**config.mk**
```make
export PLATFORM = sky130hd
export DESIGN_NAME = alu_operand_decoder
export DESIGN_NICKNAME = d
export VERILOG_FILES = /design/src/rtl/riscv_pkg.sv /design/src/rtl/alu_decode_comb.sv /design/src/rtl/alu_operand_decoder.sv
export SDC_FILE = /design/constraint.sdc
export NUM_CORES = 1
export LEC_CHECK = 0
export ABC_AREA = 1
export BUFFER_PORTS_ARGS = -buffer_cell sky130_fd_sc_hd__buf_2
export CORE_MARGIN = 2
export CORE_UTILIZATION = 48
export CTS_CLUSTER_SIZE = 28
export DETAILED_ROUTE_END_ITERATION = 10
export HOLD_SLACK_MARGIN = 0.02
export PLACE_DENSITY = 0.92
export SYNTH_ARGS = -nofsm -noshare
export SYNTH_HDL_FRONTEND = slang
export SYNTH_HIERARCHICAL = 1
export SYNTH_SLANG_ARGS = --single-unit
```
**constraint.sdc**
```tcl
create_clock -name clk -period 1.3 [get_ports clk]
set_input_delay 0.195 -clock clk [delete_from_list [all_inputs] [get_ports clk]]
set_output_delay 0.195 -clock clk [all_outputs]
set_load 0.02 [all_outputs]
```
**src/rtl/riscv_pkg.sv**
```systemverilog
// RV32I opcode constants and ALU operation encodings shared by the operand decoder.
package riscv_pkg;

  localparam logic [6:0] OPC_LOAD   = 7'b0000011;
  localparam logic [6:0] OPC_OP_IMM = 7'b0010011;
  localparam logic [6:0] OPC_AUIPC  = 7'b0010111;
  localparam logic [6:0] OPC_STORE  = 7'b0100011;
  localparam logic [6:0] OPC_OP     = 7'b0110011;
  localparam logic [6:0] OPC_LUI    = 7'b0110111;
  localparam logic [6:0] OPC_BRANCH = 7'b1100011;
  localparam logic [6:0] OPC_JALR   = 7'b1100111;
  localparam logic [6:0] OPC_JAL    = 7'b1101111;

  typedef enum logic [3:0] {
    ADD_OP  = 4'd0,
    SUB_OP  = 4'd1,
    SLL_OP  = 4'd2,
    XOR_OP  = 4'd3,
    SRL_OP  = 4'd4,
    SRA_OP  = 4'd5,
    OR_OP   = 4'd6,
    AND_OP  = 4'd7,
    PASS_OP = 4'd8
  } alu_op_e;

  // SRL and SRA share all bits but bit0, so instr[30] picks the flavour directly.
  function automatic alu_op_e shift_right_op(input logic arith);
    return alu_op_e'(4'(SRL_OP) | {3'b000, arith});
  endfunction

endpackage

```
**src/rtl/alu_decode_comb.sv**
```systemverilog
// Purely combinational RV32I decode into ALU opcode and two operands.
module alu_decode_comb
  import riscv_pkg::*;
#(
  parameter int DWIDTH      = 32,
  parameter int ALUOP_WIDTH = 4
) (
  input  logic [31:0]            instr,
  input  logic [DWIDTH-1:0]      pc,
  input  logic [DWIDTH-1:0]      rs1_data,
  input  logic [DWIDTH-1:0]      rs2_data,
  output logic [DWIDTH-1:0]      op1,
  output logic [DWIDTH-1:0]      op2,
  output logic [ALUOP_WIDTH-1:0] aluop,
  output logic                   illegal
);

  logic [6:0]         opcode;
  logic [2:0]         funct3;
  logic [6:0]         funct7;
  logic signed [31:0] imm_i;
  logic signed [31:0] imm_s;
  logic signed [31:0] imm_u;
  alu_op_e            op;
  logic               unused_rs1_idx;

  assign opcode = instr[6:0];
  assign funct3 = instr[14:12];
  assign funct7 = instr[31:25];
  assign imm_i  = {{20{instr[31]}}, instr[31:20]};
  assign imm_s  = {{20{instr[31]}}, instr[31:25], instr[11:7]};
  assign imm_u  = {instr[31:12], 12'b0};
  assign unused_rs1_idx = ^instr[19:15];

  always_comb begin
    // NOTE: every output gets a default first so no decode path infers a latch.
    op      = PASS_OP;
    op1     = '0;
    op2     = '0;
    illegal = 1'b1;
    case (opcode)
      OPC_OP: begin
        op1     = rs1_data;
        op2     = rs2_data;
        illegal = 1'b0;
        case (funct3)
          3'b000:  op = instr[30] ? SUB_OP : ADD_OP;
          3'b001:  op = SLL_OP;
          3'b100:  op = XOR_OP;
          3'b101:  op = shift_right_op(instr[30]);
          3'b110:  op = OR_OP;
          3'b111:  op = AND_OP;
          default: illegal = 1'b1;
        endcase
        if (funct7 != 7'b0000000 && funct7 != 7'b0100000) illegal = 1'b1;
      end
      OPC_OP_IMM: begin
        op1     = rs1_data;
        op2     = DWIDTH'(imm_i);
        illegal = 1'b0;
        case (funct3)
          3'b000: op = ADD_OP;
          3'b001: begin
            op  = SLL_OP;
            op2 = DWIDTH'(instr[24:20]);
          end
          3'b100: op = XOR_OP;
          3'b101: begin
            op  = shift_right_op(instr[30]);
            op2 = DWIDTH'(instr[24:20]);
          end
          3'b110:  op = OR_OP;
          3'b111:  op = AND_OP;
          default: illegal = 1'b1;
        endcase
      end
      OPC_LUI: begin
        op      = PASS_OP;
        op2     = DWIDTH'(imm_u);
        illegal = 1'b0;
      end
      OPC_AUIPC: begin
        op      = ADD_OP;
        op1     = pc;
        op2     = DWIDTH'(imm_u);
        illegal = 1'b0;
      end
      OPC_JAL, OPC_JALR: begin
        op      = ADD_OP;
        op1     = pc;
        op2     = DWIDTH'(32'd4);
        illegal = 1'b0;
      end
      OPC_LOAD: begin
        op      = ADD_OP;
        op1     = rs1_data;
        op2     = DWIDTH'(imm_i);
        illegal = 1'b0;
      end
      OPC_STORE: begin
        op      = ADD_OP;
        op1     = rs1_data;
        op2     = DWIDTH'(imm_s);
        illegal = 1'b0;
      end
      OPC_BRANCH: begin
        op      = SUB_OP;
        op1     = rs1_data;
        op2     = rs2_data;
        illegal = 1'b0;
      end
      default: illegal = 1'b1;
    endcase
    // Unsupported encodings present a clean, all-zero PASS so downstream never sees stale operands.
    if (illegal) begin
      op  = PASS_OP;
      op1 = '0;
      op2 = '0;
    end
  end

  assign aluop = ALUOP_WIDTH'(op);

endmodule

```
**src/rtl/alu_operand_decoder.sv**
```systemverilog
// Registered ALU operand decoder with valid/ready handshake on both sides.
// Define ALU_DEC_SKID_EN to add a one-entry skid buffer and a registered o_ready.
module alu_operand_decoder
  import riscv_pkg::*;
#(
  parameter int DWIDTH      = 32,
  parameter int ALUOP_WIDTH = 4
) (
  input  logic                   clk,
  input  logic                   reset_n,
  input  logic                   i_valid,
  output logic                   o_ready,
  input  logic [31:0]            i_instr,
  input  logic [DWIDTH-1:0]      i_pc,
  input  logic [DWIDTH-1:0]      i_rs1_data,
  input  logic [DWIDTH-1:0]      i_rs2_data,
  input  logic                   i_flush,
  output logic                   o_valid,
  input  logic                   i_ready,
  output logic [DWIDTH-1:0]      o_op1,
  output logic [DWIDTH-1:0]      o_op2,
  output logic [ALUOP_WIDTH-1:0] o_aluop,
  output logic                   o_illegal
);

  typedef struct packed {
    logic                   illegal;
    logic [ALUOP_WIDTH-1:0] aluop;
    logic [DWIDTH-1:0]      op1;
    logic [DWIDTH-1:0]      op2;
  } dec_t;

  dec_t dec;
  dec_t load_data;
  dec_t out_q;
  logic out_valid_q;
  logic out_valid_d;
  logic out_load;
  logic accept;

  alu_decode_comb #(
    .DWIDTH      (DWIDTH),
    .ALUOP_WIDTH (ALUOP_WIDTH)
  ) u_decode (
    .instr    (i_instr),
    .pc       (i_pc),
    .rs1_data (i_rs1_data),
    .rs2_data (i_rs2_data),
    .op1      (dec.op1),
    .op2      (dec.op2),
    .aluop    (dec.aluop),
    .illegal  (dec.illegal)
  );

`ifdef ALU_DEC_SKID_EN
  dec_t skid_q;
  logic skid_valid_q;
  logic skid_valid_d;
  logic skid_load;
  logic ready_q;

  assign o_ready   = ready_q;
  assign accept    = i_valid && ready_q && !i_flush;
  assign load_data = skid_valid_q ? skid_q : dec;

  always_comb begin
    out_valid_d  = out_valid_q;
    out_load     = 1'b0;
    skid_valid_d = skid_valid_q;
    skid_load    = 1'b0;
    if (i_flush) begin
      out_valid_d  = 1'b0;
      skid_valid_d = 1'b0;
    end else if (!out_valid_q || i_ready) begin
      // Skid entry is older than anything arriving now, so it drains first.
      if (skid_valid_q) begin
        out_valid_d  = 1'b1;
        out_load     = 1'b1;
        skid_valid_d = 1'b0;
      end else begin
        out_valid_d = accept;
        out_load    = accept;
      end
    end else if (accept) begin
      skid_valid_d = 1'b1;
      skid_load    = 1'b1;
    end
  end

  always_ff @(posedge clk or negedge reset_n) begin
    if (!reset_n) begin
      skid_valid_q <= 1'b0;
      ready_q      <= 1'b0;
    end else begin
      skid_valid_q <= skid_valid_d;
      ready_q      <= !skid_valid_d;
    end
  end

  // NOTE: the skid payload needs no reset; skid_valid_q alone says whether it is meaningful.
  always_ff @(posedge clk) begin
    if (skid_load) skid_q <= dec;
  end
`else
  logic run_q;

  assign o_ready   = run_q && (!out_valid_q || i_ready);
  assign accept    = i_valid && o_ready && !i_flush;
  assign load_data = dec;

  always_comb begin
    out_valid_d = out_valid_q;
    out_load    = 1'b0;
    if (i_flush) begin
      out_valid_d = 1'b0;
    end else if (!out_valid_q || i_ready) begin
      out_valid_d = accept;
      out_load    = accept;
    end
  end

  // Holds o_ready low through reset and releases it on the first edge afterwards.
  always_ff @(posedge clk or negedge reset_n) begin
    if (!reset_n) run_q <= 1'b0;
    else          run_q <= 1'b1;
  end
`endif

  always_ff @(posedge clk or negedge reset_n) begin
    // NOTE: state updates use <= so every register samples pre-edge values.
    if (!reset_n) begin
      out_valid_q   <= 1'b0;
      out_q.illegal <= 1'b0;
      out_q.aluop   <= ALUOP_WIDTH'(ADD_OP);
      out_q.op1     <= '0;
      out_q.op2     <= '0;
    end else begin
      out_valid_q <= out_valid_d;
      if (out_load) out_q <= load_data;
    end
  end

  assign o_valid   = out_valid_q;
  assign o_op1     = out_q.op1;
  assign o_op2     = out_q.op2;
  assign o_aluop   = out_q.aluop;
  assign o_illegal = out_q.illegal;

endmodule
```
### Yosys cells after proc, flatten, opt, wreduce, memory -nomap -nowiden

Index checks and enable logic that the tools add are counted.

| cells by class | value |
|---|---|
| $add $sub $neg | 0 |
| equality and inequality tests | 15 |
| muxes and demuxes | 17 |
| bitwise logic cells | 0 |
| multipliers | 0 |
| magnitude comparators | 0 |
| shifts and indexed selects | 0 |
| reduce and logical (&&, ||, !) cells | 19 |
| divide/modulo/power cells | 0 |

Operators by type and width:

| cell | count |
|---|---|
| 32-bit case mux with 6 select lines | 1 |
| 32-bit 2-to-1 mux | 3 |
| 32-bit case mux with 2 select lines | 1 |
| 4-bit case mux with 6 select lines | 2 |
| 7-bit by 6-bit equality test with 1-bit output, second input constant | 3 |
| 7-bit equality test, second input constant | 3 |
| 4-bit case mux with 4 select lines | 1 |
| 7-bit by 5-bit equality test with 1-bit output, second input constant | 2 |
| 3-bit equality test, second input constant | 4 |
| 5-bit OR reduction | 2 |
| 2-bit OR reduction | 4 |
| 7-bit by 2-bit equality test with 1-bit output, second input constant | 1 |
| 1-bit 2-to-1 mux | 7 |
| 7-bit by 6-bit inequality test with 1-bit output, second input constant | 1 |
| 7-bit nonzero test | 1 |
| 7-bit OR reduction | 1 |
| 6-bit OR reduction | 1 |
| 1-bit logical AND | 4 |
| 4-bit 2-to-1 mux | 1 |
| 3-bit by 1-bit equality test with 1-bit output, second input constant | 1 |
| 3-bit zero test | 1 |
| 1-bit case mux with 3 select lines | 1 |
| 3-bit OR reduction | 1 |
| 1-bit zero test | 2 |
| 2 further kinds | 2 |

| word-level totals | value |
|---|---|
| memory bits (writable) | 0 |
| bits in read-only memories | 0 |
| input bits | 133 |
| latch bits | 0 |
| logic and storage cells | 57 |
| output and inout port bits | 71 |
| register bits | 71 |
| memories kept | 0 |

### Depth between registers and ports, before layout

Gate-level depths: netlist (run 1).

| depth | value |
|---|---|
| word-level depth | 7 |
| depth in mapped cells | 13 |

### Modules after synthesis

Netlist (run 1), hierarchy kept.

By module, submodules not included:

| module | sequential area each (um^2) | times used | area an instance (um^2) | cells each |
|---|---|---|---|---|
| alu_operand_decoder | 1,776.7 | 1 | 2,921.6 | 315 |
| alu_decode_comb | 0.0 | 1 | 1,616.6 | 394 |

### Worst setup path before layout (run 1)

OpenSTA, ideal clock, no wires.

| path | value |
|---|---|
| kind | in2reg |
| from | in i_instr[2] |
| to | reg out_q (netlist bit o_op1[10]) |
| required time | 1.183 ns |
| data arrival time | 1.249 ns |
| stages on the path | 12 |
| path slack | -0.066 ns |
| library setup time | 0.117 ns |
| buffers on the path | 2 |
| cell sequence | nor2_1 > nand2_1 > nor2_2 > nand2_1 > nand2_1 > inv_2 > nand2_2 > buf_6 > buf_6 > nor2_1 > nand4_1 > nand2_1 |

RTL lines:

| what | RTL line | source |
|---|---|---|
| from (decl) | alu_operand_decoder.sv:13 | `input logic [31:0] i_instr,` |
| to (signal assigned) | alu_operand_decoder.sv:139 | `if (out_load) out_q <= load_data;` |
| to (decl) | alu_operand_decoder.sv:35 | `dec_t out_q;` |

==> results of run 1 <==
[state kept, by name, indices dropped and copies added, names as in the netlist]
| signal | flops |
|---|---|
| o_aluop | 4 |
| o_valid | 1 |
| o_op1 | 32 |
| o_illegal | 1 |
| o_op2 | 32 |
| run_q | 1 |
[synthesized netlist by cell type (2+ instances only)]
master    count
nor2_1      150
nand3_1      18
buf_2        38
inv_1        49
a21oi_1      35
inv_2         6
nand3_2       2
nand4_1      70
buf_6         4
dfrtp_1      71
nand2_1     247
clkbuf_1      7
o21ai_0       2
[logic make-up after synthesis]
logic type | count (synthesis) | synth area share (%)
AOI/OAI and AO/OA | 39 | 4.36
DFF | 71 | 39.2
xor gates and xnor gates | 1 | 0.193
other | 1 | 0.0826
and+or+nand+nor | 492 | 45.7
buffers and inverters | 105 | 10.5
[cell type report]
| class | instances | area (um^2) |
|---|---|---|
| clock buffer | 9 | 124 |
| fill | 799 | 2850 |
| timing repair buffer | 251 | 1600 |
| clock inverter | 6 | 86.3 |
| inverter | 55 | 206 |
| multi-input combinational | 533 | 2410 |
| sequential | 71 | 1780 |
| tap | 111 | 139 |
[routing by layer]
layer | GRT usage [%] | up-vias
li1 | - | 2658
met1 | 34.3 | 2453
met2 | 46.3 | 285
met3 | 4.55 | 30
met4 | 7.17 | 0
met5 | 0 | -
[worst paths after layout]
kind	start	end	slack, ns	depth (start not counted)
max	i_instr[6]	o_op2[19]	-0.02	11
min	i_flush	o_valid	0.12	2
max reg2reg	o_valid	o_op1[0]	0.09	5
min reg2reg	o_illegal	o_illegal	0.47	2
max in group asynchronous	reset_n	run_q	0.57	3
min in group asynchronous	reset_n	o_op1[25]	0.39	3
[metrics by stage]
stage          util, %  instances
3_3_place_gp      64.1       1013
2_1_floorplan        -        709
6_report          69.0       1036
4_1_cts           66.7       1031
3_5_place_dp      64.1       1013
5_1_grt           69.0       1036
[repair_timing]
action,CTS,global route
buffers inserted,2,0
setup endpoints to repair,1,68
pin swaps,0,5
hold buffers,1,0
hold endpoints to repair,71,0
resized for setup,1,27
cloned,0,5
[report_power, final]
part,switching [mW],internal [mW]
Clock,0.840,1.07
Sequential,0.0122,2.23
Combinational,0.466,0.332
Total,1.32,3.63
==> metrics.csv, run 1 <==
stage,metric,value,unit
drt,1st-pass router iterations,5,
place,post-DP HPWL,10.1,mm
grt,grt ovf,0,
timing,clk_skew,0.0130,ns
grt,initial antenna violation count,0,
pwr,maximum VDD drop,0.428,mV
timing,fin crit period,1.32,ns
layout,share of cells above drive strength 1,32.3,%
floorplanning,die area,0.0102,mm^2
logic_synthesis,cell accounting for the most synthesized area,dfrtp_1,
status,failing checks,negative setup slack,
worst_setup_path,max incr delay on CP,0.22,ns
place,pre-CTS setup slack,-0.340,ns
worst_setup_path,crit path max fanout,6,
worst_setup_path,crit path cell chain,"clkbuf_4, inv_2, nand2_2, nor2_2, nand3_2, a21oi_4, buf_4, nor2_1, nor2_1, nand4_1, nand2_1",
clock_tree,CTS root buf,clkbuf_8,
floorplanning,Vert. Die Dim,101,um
drt,uppermost layer routed,met4,
pwr,Final Power,4.95,mW
grt,number of global-route vias before repair,4780,
worst_setup_path,Worst setup SP type,input port,
logic_synthesis,ys async rst share,100,%
drt,wire length on met1,6.17,mm
worst_setup_path,kind of critical path,input port to register,
clock_tree,CTS sink count,71,
timing,fmax,759,MHz
place,routability cong.,0.901,
drt,WL met2,7.46,mm
grt,largest net degree at the start of global routing,72,
worst_setup_path,CP most frequent cell,nor2_1,
drt,WL/cell,14.5,um
timing,unrepaired setup endpoints after global routing,true,
logic_synthesis,post-synthesis sequential area ratio,39.2,%
floorplanning,row count,35,
drt,WL met3,1.21,mm
timing,"Hold Vio Cnt, Final",0,
worst_setup_path,Arrival @ worst endpoint,1.59,ns
status,status,finished with violations,
worst_setup_path,Critical path buffers and inverters,3,
drt,Vias/cell,5.24,
worst_setup_path,Critical Path Slowest Stage Cell,a21oi_4,
drt,Post-route DRC,0,
timing,Final WS setup,-0.0173,ns
layout,most frequent cells in the layout,"nand2_1, buf_2, nor2_1",
timing,Tcrit/Tclk final,101,%
grt,first-pass GRT wire length,21.8,mm
logic_synthesis,number of synthesized flops with an enable pin,0,
hold_path,Hold/Removal Path Class,input port to register,
worst_setup_path,Setup crit end kind,register,
layout,n_diodes,0,
timing,Slew Limit Fails,0,
drt,Iter 0 DRT Violations,310,
logic_synthesis,cell area after synthesis,0.00454,mm^2
logic_synthesis,Cells after Synth,709,
timing,final setup fails,1,
logic_synthesis,synth unique cells,23,
drt,via count,5426,
layout,Nets,1054,
logic_synthesis,Synth Warn #,6,
floorplanning,Die X,101,um
worst_setup_path,"delay-heaviest family, CP",simple AND/OR/NAND/NOR gates,
drt,total routed wirelength,15.1,mm
timing,post-route setup TNS,-0.0173,ns
logic_synthesis,Synthesized Nets,842,
clock_tree,TritonCTS clock tree,yes,
clock_tree,CTS Buf Count,9,
logic_synthesis,dominant cells by area after synthesis,"dfrtp_1, nand2_1, nor2_1",
worst_setup_path,data required time of the worst path,1.58,ns
timing,Hold WS,0.124,ns
drt,Final ANT Viol Nets,0,
floorplanning,core area,0.00920,mm^2
logic_synthesis,Yosys reg bits,71,
logic_synthesis,syn avg cell area,6.40,um^2
clock_tree,H-Tree Depth,3,
clock_tree,clock tree buffer depth,2,
layout,P&R area growth vs syn,39.8,%
floorplanning,Initial Util,49.3,%
logic_synthesis,Synth top area share,39.2,%
place,IO Port Bufs,203,
place,post-placement cell area,0.00590,mm^2
pwr,total power per unit cell area,780,mW/mm^2
flow_run,Max Cap Viol,0,
pwr,Leak,3.71,nW
clock_tree,"CTS clk-pin slew, worst paths",0.08,ns
clock_tree,Clock Latency Late Sink,0.34,ns
floorplanning,Ports,204,
logic_synthesis,Most used DFF post-synth,dfrtp_1,
layout,"most common cell after layout, fill and taps aside",nand2_1,
layout,"Design Area, Final",0.00634,mm^2
grt,total track usage,26.6,%
Note: power is estimated with default switching activity, not from simulation.
==> run 2, diff against run 1 <==
--- a/config.mk
+++ b/config.mk
@@ -11,2 +11,3 @@
 export CORE_UTILIZATION = 48
+export CTS_CLUSTER_DIAMETER = 150
 export CTS_CLUSTER_SIZE = 28
==> constraint.sdc (replaced) <==
create_clock -name clk -period 1.3 [get_ports clk]
set_input_delay 0.325 -clock clk [delete_from_list [all_inputs] [get_ports clk]]
set_output_delay 0.325 -clock clk [all_outputs]
set_load 0.02 [all_outputs]
==> run 2 against run 1 <==
Effect of this change:
- the run still ends with negative setup slack left
- critical path type unchanged
- count of clock-buffer cells in the layout unchanged
- sequential power about the same
- clock power up 15%
- highest routed layer unchanged
==> metrics.csv, run 2 (synthesis results as in run 1) <==
stage,metric,value,unit
grt,initial antenna violation count,0,
drt,Post-route DRC,0,
pwr,total power per unit cell area,778,mW/mm^2
timing,Final WS setup,-0.236,ns
drt,Iter 0 DRT Violations,723,
place,pre-CTS setup slack,-0.419,ns
status,status,finished with violations,
clock_tree,Clock Latency Late Sink,0.36,ns
clock_tree,TritonCTS clock tree,yes,
floorplanning,Vert. Die Dim,101,um
timing,fmax,651,MHz
grt,grt ovf,0,
floorplanning,die area,0.0102,mm^2
layout,n_diodes,0,
worst_setup_path,R2R depth,5,
status,failing checks,negative setup slack,
floorplanning,Ports,204,
clock_tree,CTS sink count,71,
timing,final setup fails,70,
worst_setup_path,crit path launch,i_instr[2],
layout,most frequent cells in the layout,"nand2_1, buf_2, nor2_1",
worst_setup_path,Setup crit end,o_op2[13],
worst_setup_path,Worst setup SP type,input port,
layout,share of cells above drive strength 1,36.9,%
worst_setup_path,reg2reg start,o_valid,
pwr,Final Power,5.38,mW
worst_setup_path,Setup crit end kind,register,
layout,Nets,1077,
place,IO Port Bufs,203,
drt,total routed wirelength,18.8,mm
floorplanning,row count,35,
clock_tree,"CTS clk-pin slew, worst paths",0.08,ns
pwr,Logic pwr share,17.5,%
timing,clk_skew,0.00942,ns
layout,P&R area growth vs syn,52.4,%
layout,"most common cell after layout, fill and taps aside",nand2_1,
floorplanning,Initial Util,49.3,%
hold_path,Hold/Removal Path Class,input port to register,
worst_setup_path,worst reg2reg setup slack,0.09,ns
worst_setup_path,kind of critical path,input port to register,
pwr,switch share,27.4,%
timing,"Hold Vio Cnt, Final",0,
timing,unrepaired setup endpoints after global routing,true,
pwr,sequential share of power,41.7,%
floorplanning,core area,0.00920,mm^2
grt,first-pass GRT wire length,25.8,mm
pwr,maximum VDD drop,0.550,mV
place,routability cong.,0.920,
drt,Final ANT Viol Nets,0,
grt,largest net degree at the start of global routing,51,
worst_setup_path,Arrival @ worst endpoint,1.83,ns
drt,1st-pass router iterations,8,
pwr,Leak,3.93,nW
floorplanning,Die X,101,um
timing,fin crit period,1.54,ns
pwr,Net Sw Power,1.48,mW
pwr,total internal power,3.90,mW
clock_tree,CTS root buf,clkbuf_8,
clock_tree,CTS Buf Count,9,
drt,Vias/cell,5.78,
drt,via count,6125,
place,post-DP HPWL,10.6,mm
drt,WL/cell,17.7,um
worst_setup_path,crit path max fanout,8,
clock_tree,clock tree buffer depth,2,
grt,total track usage,32.0,%
worst_setup_path,data required time of the worst path,1.59,ns
timing,Slew Limit Fails,0,
pwr,Clock Power Share,40.8,%
worst_setup_path,reg2reg end,o_op2[13],
timing,Tcrit/Tclk final,118,%
grt,number of global-route vias before repair,5412,
flow_run,Max Cap Viol,0,
clock_tree,H-Tree Depth,3,
run 2: worst min-delay path by stage:
stage | to | depth (start not counted) | from
final | o_valid | 2 | i_flush
after global routing | o_valid | 2 | i_flush
after CTS | o_valid | 2 | i_flush
after detailed placement | o_op1[1] | 1 | reset_n
after global placement | o_op1[1] | 1 | reset_n
after floorplan | o_aluop[0] | 0 | reset_n
run 2: critical path, cell delays in order:
cell and delay [ns]:
buf_8 0.11, nor2_4 0.15, buf_12 0.12, nand2_8 0.06
nor2_1 0.19, nor2_2 0.07, nand3_2 0.13, nand2_8 0.11
clkbuf_16 0.19, nor2_1 0.13, nand4_1 0.12, nand2_1 0.10
run 2: repair_timing:
action | CTS | global route
buffers inserted | 6 | 10
setup endpoints to repair | 38 | 72
hold buffers | 1 | 0
resized for setup | 50 | 58
pin swaps | 14 | 31
gates cloned | 7 | 5
hold endpoints to repair | 16 | 0
run 2: power groups by stage:
stage,sequential [mW],clock (mW),combinational [mW]
detailed placement,2.29,0,0.745
global route,2.24,2.31,0.999
finish,2.24,2.20,0.940
CTS,2.24,2.18,0.811
global placement,2.29,0,0.737
floorplan,2.31,0,0.296
run 2: per-layer routing:
metal | wire, um | global-route usage [%] | share of wire, %
met4 | 1280 | 17.7 | 6.8
met2 | 8720 | 52.5 | 46
met5 | 0 | 0 | 0
met3 | 2090 | 7.59 | 11
met1 | 6670 | 38.7 | 36
run 2: cell type report:
| cell class | count | area [um^2] |
|---|---|---|
| Clock buffer | 9 | 124 |
| Tap cell | 111 | 139 |
| Fill cell | 650 | 2280 |
| Timing Repair Buffer | 274 | 1960 |
| Inverter | 55 | 226 |
| Multi-Input combinational cell | 533 | 2570 |
| Clock inverter | 7 | 120 |
| Sequential cell | 71 | 1780 |
run 2: per-stage QoR:
stage | TNS [ns] | instances | instance area, um^2 | hold WS [ns] | utilization (%)
final | -9.32 | 1060 | 6910 | 0.230 | 75.2
after global routing | -14.91 | 1060 | 6910 | 0.230 | 75.2
after CTS | -0.292 | 1046 | 6510 | 0.226 | 70.8
after detailed placement | -24.24 | 1016 | 5920 | 0.231 | 64.4
after global placement | -21.26 | 1016 | 5920 | 0.227 | 64.4
after floorplan | -4.18 | 709 | 4620 | 0.0294 | -
